===== src/rtl/muldiv_unit.sv =====
`default_nettype none
// ============================================================================
// Module   : muldiv_unit
// Purpose  : Iterative RV32M multiply/divide unit. Shift-add multiply and
//            restoring divide on operand magnitudes, one bit per cycle, with
//            sign correction and high/low product selection in a final
//            fix-up cycle. Divide-by-zero and signed overflow finish in one
//            cycle.
// Revision : 1.0 - initial release
// ============================================================================
module muldiv_unit #(
  parameter int XLEN   = 32,
  parameter int RADR_W = 5
) (
  input  logic              clk,
  input  logic              reset,
  input  logic              start,
  input  logic [2:0]        func3,
  input  logic [XLEN-1:0]   rs1_data,
  input  logic [XLEN-1:0]   rs2_data,
  input  logic [RADR_W-1:0] rd_adr,
  input  logic              flush,
  output logic              ready,
  output logic              stall,
  output logic              done,
  output logic [XLEN-1:0]   result,
  output logic [RADR_W-1:0] done_rd_adr
);

  localparam int CW = $clog2(XLEN + 1);
  localparam logic [CW-1:0] C_LAST = CW'(XLEN - 1);

  localparam logic [1:0] S_IDLE = 2'd0;
  localparam logic [1:0] S_CALC = 2'd1;
  localparam logic [1:0] S_FIX  = 2'd2;
  localparam logic [1:0] S_DONE = 2'd3;

  localparam logic [2:0] F_MUL  = 3'd0;
  localparam logic [2:0] F_DIV  = 3'd4;
  localparam logic [2:0] F_REM  = 3'd6;

  logic [1:0]        state_q, state_d;
  logic [CW-1:0]     cnt_q;
  logic [2:0]        op_q;
  logic [RADR_W-1:0] rd_q;
  logic              neg_q;
  logic [XLEN-1:0]   b_q;
  logic [XLEN-1:0]   hi_q;
  logic [XLEN-1:0]   lo_q;
  logic [XLEN-1:0]   result_q;
  logic [RADR_W-1:0] done_rd_q;

  // Operand decode at accept: signedness, magnitudes and bypass cases
  logic              w_a_neg, w_b_neg, w_neg;
  logic [XLEN-1:0]   w_mag_a, w_mag_b;
  logic              w_div_zero, w_ovf, w_bypass, w_accept;
  logic [XLEN-1:0]   w_byp_val;

  assign w_a_neg = rs1_data[XLEN-1] &
                   ((func3 == 3'd1) || (func3 == 3'd2) || (func3 == F_DIV) || (func3 == F_REM));
  assign w_b_neg = rs2_data[XLEN-1] &
                   ((func3 == 3'd1) || (func3 == F_DIV) || (func3 == F_REM));
  // REM takes the dividend's sign; everything else the sign of the product/quotient
  assign w_neg   = (func3 == F_REM) ? w_a_neg : (w_a_neg ^ w_b_neg);
  assign w_mag_a = w_a_neg ? (~rs1_data + 1'b1) : rs1_data;
  assign w_mag_b = w_b_neg ? (~rs2_data + 1'b1) : rs2_data;

  assign w_div_zero = func3[2] && (rs2_data == '0);
  assign w_ovf      = ((func3 == F_DIV) || (func3 == F_REM)) &&
                      (rs1_data == {1'b1, {(XLEN-1){1'b0}}}) && (&rs2_data);
  assign w_bypass   = w_div_zero || w_ovf;
  // func3[1] distinguishes remainder ops from quotient ops
  assign w_byp_val  = w_div_zero ? (func3[1] ? rs1_data : {XLEN{1'b1}})
                                 : (func3[1] ? '0 : rs1_data);
  assign w_accept   = ready && start && !flush;

  // One iteration step of each algorithm
  logic [XLEN:0]     w_sum, w_shift, w_diff;
  assign w_sum   = {1'b0, hi_q} + (lo_q[0] ? {1'b0, b_q} : '0);
  assign w_shift = {hi_q, lo_q[XLEN-1]};
  assign w_diff  = w_shift - {1'b0, b_q};

  // Fix-up: sign correction and half selection
  logic [2*XLEN-1:0] w_prod, w_prod_fix;
  logic [XLEN-1:0]   w_quo, w_rem, w_fix;
  assign w_prod     = {hi_q, lo_q};
  assign w_prod_fix = neg_q ? (~w_prod + 1'b1) : w_prod;
  assign w_quo      = neg_q ? (~lo_q + 1'b1) : lo_q;
  assign w_rem      = neg_q ? (~hi_q + 1'b1) : hi_q;
  assign w_fix      = op_q[2] ? (op_q[1] ? w_rem : w_quo)
                              : ((op_q == F_MUL) ? w_prod_fix[XLEN-1:0]
                                                 : w_prod_fix[2*XLEN-1:XLEN]);

  // State register
  always_ff @(posedge clk) begin
    if (reset) state_q <= S_IDLE;
    else       state_q <= state_d;
  end

  // Next-state logic; flush overrides everything but reset
  always_comb begin
    state_d = state_q;
    case (state_q)
      S_IDLE, S_DONE: begin
        if (start) state_d = w_bypass ? S_DONE : S_CALC;
        else       state_d = S_IDLE;
      end
      S_CALC:  if (cnt_q == C_LAST) state_d = S_FIX;
      S_FIX:   state_d = S_DONE;
      default: state_d = S_IDLE;
    endcase
    if (flush) state_d = S_IDLE;
  end

  // Handshake outputs decoded from state
  always_comb begin
    ready = (state_q == S_IDLE) || (state_q == S_DONE);
    done  = (state_q == S_DONE);
    stall = ((state_q == S_IDLE) && start) || (state_q == S_CALC) || (state_q == S_FIX);
  end

  // Datapath: capture, iterate, fix-up; flushed cycles leave it untouched
  always_ff @(posedge clk) begin
    if (reset) begin
      cnt_q     <= '0;
      op_q      <= '0;
      rd_q      <= '0;
      neg_q     <= 1'b0;
      b_q       <= '0;
      hi_q      <= '0;
      lo_q      <= '0;
      result_q  <= '0;
      done_rd_q <= '0;
    end else if (!flush) begin
      if (w_accept) begin
        op_q  <= func3;
        rd_q  <= rd_adr;
        neg_q <= w_neg;
        b_q   <= w_mag_b;
        hi_q  <= '0;
        lo_q  <= w_mag_a;
        cnt_q <= '0;
        if (w_bypass) begin
          result_q  <= w_byp_val;
          done_rd_q <= rd_adr;
        end
      end else if (state_q == S_CALC) begin
        cnt_q <= cnt_q + 1'b1;
        if (op_q[2]) begin
          if (!w_diff[XLEN]) begin
            hi_q <= w_diff[XLEN-1:0];
            lo_q <= {lo_q[XLEN-2:0], 1'b1};
          end else begin
            hi_q <= w_shift[XLEN-1:0];
            lo_q <= {lo_q[XLEN-2:0], 1'b0};
          end
        end else begin
          hi_q <= w_sum[XLEN:1];
          lo_q <= {w_sum[0], lo_q[XLEN-1:1]};
        end
      end else if (state_q == S_FIX) begin
        result_q  <= w_fix;
        done_rd_q <= rd_q;
      end
    end
  end

  assign result      = result_q;
  assign done_rd_adr = done_rd_q;

endmodule
`default_nettype wire


===== config.mk =====
export PLATFORM = sky130hd
export DESIGN_NAME = muldiv_unit
export DESIGN_NICKNAME = d
export VERILOG_FILES = /design/src/rtl/muldiv_unit.sv
export SDC_FILE = /design/constraint.sdc
export NUM_CORES = 1
export LEC_CHECK = 0
export BUFFER_PORTS_ARGS = -buffer_cell sky130_fd_sc_hd__buf_2
export CAP_MARGIN = 10
export CORE_MARGIN = 1
export CORE_UTILIZATION = 45
export CTS_CLUSTER_SIZE = 12
export DETAILED_ROUTE_END_ITERATION = 8
export HOLD_SLACK_MARGIN = 0.08
export PLACE_DENSITY = 0.6
export SYNTH_ARGS = -nofsm -noshare
export SYNTH_HDL_FRONTEND = slang
export SYNTH_SLANG_ARGS = --single-unit

===== constraint.sdc =====
create_clock -name clk -period 5.2 [get_ports clk]
set_clock_uncertainty 0.15 [all_clocks]
set_input_delay 0.26 -clock clk [delete_from_list [all_inputs] [get_ports clk]]
set_output_delay 0.26 -clock clk [all_outputs]
set_load 0.01 [all_outputs]

==> results.txt <==
GRT Total Usage - 0.328
First-pass GRT wire length - 83,600 um
DRC viols - 0
Starting Density - 0.457
Final worst path period share - 0.846
Final antenna diode count - 0
Antenna violations before repair - 1
Post-Syn Nets - 2,137
Tot Pwr - 3590 uW
Slew headroom - 0.182
Share of post-route cells with drive strength above 1 - 0.107
Setup Viol. Count Final - 0
Min Tclk post-route - 4.40 ns
Avg WL per Cell - 21.8 um
Ys Warns - 0
Share of the synthesized area in the top cell type - 0.208
Cell Chain, Critical Path - inv_1 > ha_1 > fa_1 > nor2b_1 > o21ai_1 > a21oi_1 > o21ai_1 > a311o_1 > a2111oi_2 > nor3_2 > or2_1 > a32o_1 > or3_1
Setup Fix Bufs, Post-CTS - 0
TritonCTS clock tree - built
Worst Hold Class - in -> reg
Worst path max stage delay - 0.53 ns
Hpwl dp - 40,700 um
Post-synth EDFFs - 0
Yosys top cell by area - dfxtp_1
Fmax - 227 MHz
CTS resizes - 0
# H-tree levels - 4
Nets - 2,232
Commonest non-fill, non-tap cell in the layout - nor2_1
Clock sinks - 150
Main synth FF type - dfxtp_1
Avg Cell Area, Syn - 7.26 sq um
Max-slew violation count - 0
Most frequent cells in the layout - nor2_1, a21oi_1, nand2_1
Slowest cell on the critical path - or2_1
Async SR Flop Fraction - 0
Rows - 65
Most used cell, CP - o21ai_1
Clock Latency Late Sink - 0.45 ns
Initial DRC Count - 1,580
# port buffers - 115
Number of synthesized register bits - 150
Post-synthesis adder-cell area fraction - 0.0857
P per Cell Area - 218 nW/um^2
P_leak - 0.00673 uW
Routability Congestion - 0.967
TNS Setup - 0 ns
Reg2reg setup slack - 0.80 ns
Fin. Hold Viols - 0
Largest net degree at the start of global routing - 73
Vias in the first global route - 14,400
Register area share after synthesis - 0.208
Die ar. - 32,800 sq um
Remaining antenna violation count - 0
Setup Crit Path Kind - reg -> reg
CP startpoint kind - flop
Cells after Synth - 1,985
Synth Area in Compound Gates - 0.298
Maximum VDD drop - 0.239 mV
RSZ-0062 raised after global routing - no
Root Driver - clkbuf_16
Mapped Area - 14,400 sq um
Outcome - finished clean
CTS Buf Count - 17
Area growth syn-to-layout - 14.2%
Hold_buf cts - 56
Drt first pass iters - 6
Die width - 181 um
Grt ovf - 0
Final instance area - 16,500 sq um
Slew @ Worst Pin - 1.22 ns
Critical-path maximum fanout - 18
Worst path required time - 5.39 ns
CP endpoint kind - flop
Largest family of logic cells by synthesized area - compound AO/OA/AOI/OAI gates
Post-Synth XOR/XNOR Area - 0.109
Post-Synth Simple-Gate Area - 0.205
Worst Hold Depth - 3
I/O Pins - 116
Vias/cell - 6.29
Hold slack final - 0.0966 ns
Synth cell types - 81
Core Area - 31,600 sq um
Routed vias - 15,700
Drt total wl - 54,300 um
CP arrival - 4.59 ns
R2R depth - 13
Largest cells by area after synthesis - dfxtp_1, ha_1, xor2_1
Clk buf depth - 2
Chip Height - 181 um
Mux share of post-synthesis cell area - 0.0384
Cell area after placement - 15,300 sq um
Clk pin slew, worst setup/hold paths - 0.07 ns
Max-Cap Viols - 0
Final Util - 0.522
logic make-up (layout without fill, tap and decap cells):
kind of cell,after synthesis,after routing
multiplexers,55,55
XOR/XNOR,179,179
adder cells (fa/ha/maj),103,103
buffers and inverters,209,317
AO/OA/AOI/OAI,666,666
flip-flops,150,150
AND/OR/NAND/NOR,623,623
synthesized netlist by cell type, types with 14 or more instances:
library cell    n
o211ai_1       14
clkbuf_1      110
inv_1          71
maj3_1         27
mux2i_1        53
o21ai_0       161
o41ai_1        15
nand3_1        31
nand2_1       170
a22oi_1        23
a21oi_1       173
a221oi_1       17
xnor2_1        74
o31ai_1        28
nor4_1         18
nand4_1        21
nor3_1         48
a311oi_1       17
dfxtp_1       150
a21o_1         52
nor2_1        214
xor2_1        105
ha_1           74
a211oi_1       64
or3_1          23
nor2b_1        14
worst max-delay path, delay by kind of cell (launching register included):
kind | cells | cell delay [ns]
buf+inv | 1 | 0.08
compound gates | 6 | 1.69
fa+ha+maj | 2 | 0.61
flops | 1 | 0.49
simple gates | 4 | 1.29
cell type report:
cell class / count / area, sq um
Tap cell: 402 / 503
Inverter: 73 / 274
Clock inverter: 14 / 164
Clock buffer: 18 / 429
Timing Repair Buffer: 212 / 1450
Multi-Input combinational cell: 1626 / 10600
Fill cell: 3207 / 15100
Sequential cell: 150 / 3010
routing by layer:
metal | part of all wire | GRT usage
met1 | 0.45 | 0.452
met2 | 0.44 | 0.503
met3 | 0.085 | 0.0724
met4 | 0.028 | 0.110
met5 | 0.00024 | 0
final timing paths:
path / start / endpoint
max: lo_q[31] / hi_q[28]
min: rs2_data[28] / b_q[28]
max reg2reg: lo_q[31] / hi_q[28]
min reg2reg: b_q[20] / b_q[20]
report_power, final:
| part | switching [uW] | internal, uW | total (uW) |
|---|---|---|---|
| registers | 72.8 | 1200 | 1280 |
| clock network | 597 | 723 | 1320 |
| logic | 617 | 376 | 993 |
per-stage QoR:
stage	std cells	setup WS [ns]
floorplan	1985	1.47
global placement	2407	0.919
detailed placement	2407	0.818
CTS	2495	0.807
global route	2495	0.505
finish	2495	0.801
sequential cells by signal, indices dropped and copies added (netlist names):
register and flops:
rd_q 5, done_rd_adr 5, result 32, lo_q 32, b_q 32, op_q 3
neg_q 1, state_q 2, hi_q 32, cnt_q 6
(Power assumes the default switching activity.)
